### src/rtl/exec_cc_stage.sv
// rtl/exec_cc_stage.sv - Y86-64 execute back end: condition codes, branch condition, E->M register
module exec_cc_stage #(
  parameter int WIDTH = 64
) (
  input  logic             clk,
  input  logic             rst,
  input  logic             e_valid,
  input  logic [3:0]       e_icode,
  input  logic [3:0]       e_ifun,
  input  logic [WIDTH-1:0] alu_result,
  input  logic             alu_overflow,
  input  logic             m_exception,
  input  logic             w_exception,
  input  logic             m_stall,
  input  logic             m_bubble,
  output logic             e_cnd,
  output logic             cc_zf,
  output logic             cc_sf,
  output logic             cc_of,
  output logic             M_valid,
  output logic [3:0]       M_icode,
  output logic             M_cnd,
  output logic [WIDTH-1:0] M_valE
);

  localparam logic [3:0] ICODE_CMOV = 4'd2;
  localparam logic [3:0] ICODE_OPQ  = 4'd6;
  localparam logic [3:0] ICODE_JXX  = 4'd7;
  localparam logic [3:0] ICODE_NOP  = 4'd1;

  logic zf_n;
  logic sf_n;
  logic of_n;
  logic upd;
  logic cond;
  logic sf_xor_of;

  // Flags the current ALU result would produce if committed.
  assign zf_n = (alu_result == '0);
  assign sf_n = alu_result[WIDTH-1];
  assign of_n = alu_overflow;

  // Only a live OPq commits flags; an excepting older instruction or a stall
  // suppresses the update for good, it is never replayed later.
  assign upd = e_valid & (e_icode == ICODE_OPQ) & ~m_exception & ~w_exception & ~m_stall;

  // Architectural condition-code register.
  always_ff @(posedge clk or posedge rst) begin
    if (rst) begin
      cc_zf <= 1'b1;
      cc_sf <= 1'b0;
      cc_of <= 1'b0;
    end else if (upd) begin
      cc_zf <= zf_n;
      cc_sf <= sf_n;
      cc_of <= of_n;
    end
  end

  assign sf_xor_of = cc_sf ^ cc_of;

  // Condition select from the registered flags, not the in-flight ones.
  always_comb begin
    cond = 1'b0;
    case (e_ifun)
      4'd0:    cond = 1'b1;
      4'd1:    cond = sf_xor_of | cc_zf;
      4'd2:    cond = sf_xor_of;
      4'd3:    cond = cc_zf;
      4'd4:    cond = ~cc_zf;
      4'd5:    cond = ~sf_xor_of;
      4'd6:    cond = ~sf_xor_of & ~cc_zf;
      default: cond = 1'b0;
    endcase
  end

  assign e_cnd = ((e_icode == ICODE_JXX) || (e_icode == ICODE_CMOV)) ? cond : 1'b0;

  // E->M pipeline register; bubble outranks stall.
  always_ff @(posedge clk or posedge rst) begin
    if (rst) begin
      M_valid <= 1'b0;
      M_icode <= ICODE_NOP;
      M_cnd   <= 1'b0;
      M_valE  <= '0;
    end else if (m_bubble) begin
      M_valid <= 1'b0;
      M_icode <= ICODE_NOP;
      M_cnd   <= 1'b0;
      M_valE  <= '0;
    end else if (!m_stall) begin
      M_valid <= e_valid;
      M_icode <= e_icode;
      M_cnd   <= e_cnd;
      M_valE  <= alu_result;
    end
  end

endmodule

### config.mk
export PLATFORM = sky130hd
export DESIGN_NAME = exec_cc_stage
export DESIGN_NICKNAME = d
export VERILOG_FILES = /design/src/rtl/exec_cc_stage.sv
export SDC_FILE = /design/constraint.sdc
export NUM_CORES = 1
export LEC_CHECK = 0
export CORE_UTILIZATION = 40
export DETAILED_ROUTE_END_ITERATION = 10
export GPL_TIMING_DRIVEN = 0
export MAX_ROUTING_LAYER = met4
export PLACE_DENSITY = 0.79
export SLEW_MARGIN = 15
export SYNTH_ARGS = -nofsm -noshare
export SYNTH_HDL_FRONTEND = slang
export SYNTH_SLANG_ARGS = --single-unit
### constraint.sdc
create_clock -name clk -period 2.74 [get_ports clk]
set_clock_uncertainty 0.15 [all_clocks]
set_input_delay 0.548 -clock clk [delete_from_list [all_inputs] [get_ports clk]]
set_output_delay 0.548 -clock clk [all_outputs]
set_load 0.005 [all_outputs]
==> flow_summary_export.csv <==
group,metric,value,unit
worst_setup_path,crit_fanout,3,
worst_setup_path,critPathKind,"primary input to output pin",
route,drtIter0Drc,85,
worst_setup_path,path_cells,"clkdlybuf4s50_1, xor2_1, or4b_4, nor2_1, dlygate4sd2_1",
run,max_cap_viol_count,0,
global_routing,antenna_found_initial,0,
pwr,vdd_drop_max,220.8,µV
floorplan,start_util,42.37,%
yosys,synth.distinct_cells,27,
worst_setup_path,slowest_stage,"or4b_4",
timing,drv_slew,0,
timing,fin_crit,2.678,ns
worst_setup_path,cp-end-kind,"output pin",
route,routedWlPerCell,16.40,µm
clocking,cts_made_buffers,9,
clocking,cts_buffer_depth,2,
clocking,cts-hold-fix-buffers,0,
clocking,cts.sinks,73,
placement,place_congestion,0.8141,
yosys,synthCells,269,
floorplan,core,7408,µm²
timing,setup-tns-final,0,ns
worst_setup_path,arrival,1.98,ns
yosys,syn_area,3139,µm²
pwr,power_density,479.0,nW/µm²
min_path,holdPathStages,2,
worst_setup_path,critPathLaunchType,"primary input",
floorplan,fp.dieW,90.59,µm
floorplan,ios,154,
global_routing,grt_use_total,23.10,%
layout,diodes,0,
route,postRouteAntennaNets,0,
layout,fin_area,4980,µm²
timing,fin_hold_ws,0.3446,ns
placement,place_inst,520,
route,vias,2715,
route,drt-pass1-iter-count,4,
worst_setup_path,r2r_end,"M_cnd",
worst_setup_path,required,2.04,ns
global_routing,grt-ovfl-total,0,
floorplan,fp.dieH,90.59,µm
layout,stdcell_count,536,
timing,finalCritPeriodShare,97.74,%
global_routing,grt_pass1_vias,2864,
placement,place_ws,-0.2751,ns
worst_setup_path,slowest_delay,0.49,ns
timing,relSlewSlack,63.97,%
pwr,power.leakage,2.264,nW
timing,setup_slack,0.06201,ns
timing,setup_viol,0,
route,drc,0,
yosys,ys_seq_area_share,58.27,%
clocking,h-tree-depth,3,
clocking,cts-root-buf,"clkbuf_8",
clocking,cts_tree,"done",
layout,drive_gt1_share,7.323,%
yosys,synth_nets,349,
route,viasPerCell,5.065,
yosys,syn_avg_cell_area,11.67,µm²
min_path,hp-class,"flop to flop",
timing,fmax,373.4,MHz
placement,dp_hpwl,6728,µm
layout,syn_to_final_growth,58.63,%
placement,io_buffer_count,151,
min_path,hold_start,"cc_zf",
min_path,holdPathEnd,"cc_zf",
yosys,yosysWarnings,0,
worst_setup_path,r2r_cells,4,
timing,tightest_slew,0.5405,ns
global_routing,grt_max_degree,39,
status,outcome,"finished clean",
timing,rsz0062_at_grt,"false",
worst_setup_path,rr_startpoint,"cc_of",
route,routed_wl,8788,µm
floorplan,rows,31,
worst_setup_path,rrSetupSlack,1.14,ns
layout,fin_nets,512,
clocking,clk_pin_slew,0.07,ns
timing,hold_viol,0,
placement,placed_area,4797,µm²
global_routing,grt_pass1_wl,14320,µm
clocking,clock_latency,0.33,ns
floorplan,die_area,8207,µm²
yosys,synth-seq-cells,73,
[cells in the mapped netlist (all sizes together)]
cell / number / area, µm²
nor4: 16 / 106.4
inv: 1 / 3.750
nor2b: 1 / 6.260
nand3: 1 / 5.000
or4b: 1 / 10.01
nand2b: 2 / 12.51
mux2: 2 / 22.52
clkbuf: 9 / 33.78
a22oi: 1 / 7.510
o221a: 1 / 11.26
buf: 7 / 35.03
o41ai: 1 / 8.760
nor4bb: 1 / 10.01
xor2: 2 / 17.52
or4: 1 / 7.510
nand2: 3 / 11.26
nand3b: 1 / 7.510
nor2: 69 / 259.0
or3: 1 / 6.260
nor4b: 1 / 8.760
o21ai: 1 / 5.000
dfstp: 2 / 52.55
mux2i: 68 / 680.7
nand4: 4 / 25.02
a211o: 1 / 8.760
dfrtp: 71 / 1777
[metal layers]
| layer | wire length (µm) | GRT usage (%) | up-vias |
|---|---|---|---|
| met5 | 0 | - | - |
| met4 | 103 | 7.661 | 0 |
| met3 | 387 | 3.367 | 12 |
| met2 | 4515 | 39.14 | 96 |
| met1 | 3782 | 28.33 | 1336 |
| li1 | - | - | 1271 |
[cell usage in the layout (no fill, tap or decap), types with 2 or more instances in the layout]
master,n
nand2_1,3
clkinvlp_4,4
nand2b_1,2
dfstp_2,2
dlygate4sd2_1,2
xor2_1,2
clkbuf_8,10
clkdlybuf4s50_1,149
buf_2,7
nor4_1,15
clkbuf_1,9
dfrtp_1,71
nand4_1,4
mux2i_1,68
nor2_1,69
mux2_2,2
[logic make-up after synthesis]
| logic type | count (synthesis) | share of synthesized area (%) |
|---|---|---|
| buf+inv | 17 | 2.311 |
| simple gates | 102 | 15.15 |
| mux | 70 | 22.40 |
| compound gates | 5 | 1.315 |
| xor+xnor | 2 | 0.5581 |
| flops | 73 | 58.27 |
[power by group]
group | switching (mW) | total, mW | internal [mW]
sequential | 0.0341 | 1.17 | 1.14
clock | 0.405 | 0.757 | 0.353
combinational | 0.181 | 0.456 | 0.275
total | 0.620 | 2.39 | 1.77
[critical path: cells and delay by family]
kind,cells,cell delay [ns]
buffers and inverters,2,0.69
and+or+nand+nor,2,0.58
xor gates and xnor gates,1,0.16
[metrics by stage]
step	utilization [%]	power, mW
2_1_floorplan	-	1.350
3_3_place_gp	64.45	1.636
3_5_place_dp	64.75	1.653
4_1_cts	67.17	2.407
5_1_grt	67.22	2.497
6_report	67.22	2.385
[final cells by class]
cell class              count  area [µm²]
plain buffers              16       68.82
flip-flops and latches     73        1829
inverters                   1       6.256
well taps                  99       123.9
clock buffers              10       137.6
fillers                   588        2429
clock inverters             6       43.79
multi-input cells         179        1241
repair buffers            152        1529
[flip-flops by register name, summed over array words and instances, names as in the netlist]
signal and cells:
M_cnd 1, cc_zf 1, M_icode 4, cc_of 1
cc_sf 1, M_valid 1, M_valE 64
[what timing repair did]
item	CTS	global route
gates resized for setup	2	1
gates cloned	0	0
pin swaps	0	0
setup endpoints to repair	1	1
buffers inserted	0	0
[worst max-delay path by stage]
stage / start / end / slack (ns) / cells after the start
3_5_place_dp: e_icode[2] / e_cnd / -0.28 / 5
2_1_floorplan: rst / M_cnd / 0.19 / 1
3_3_place_gp: rst / M_valE[32] / -1.02 / 2
5_1_grt: e_icode[0] / e_cnd / 0.02 / 5
6_report: e_icode[0] / e_cnd / 0.06 / 5
4_1_cts: e_icode[0] / e_cnd / 0.03 / 5
(Power assumes the default switching activity.)
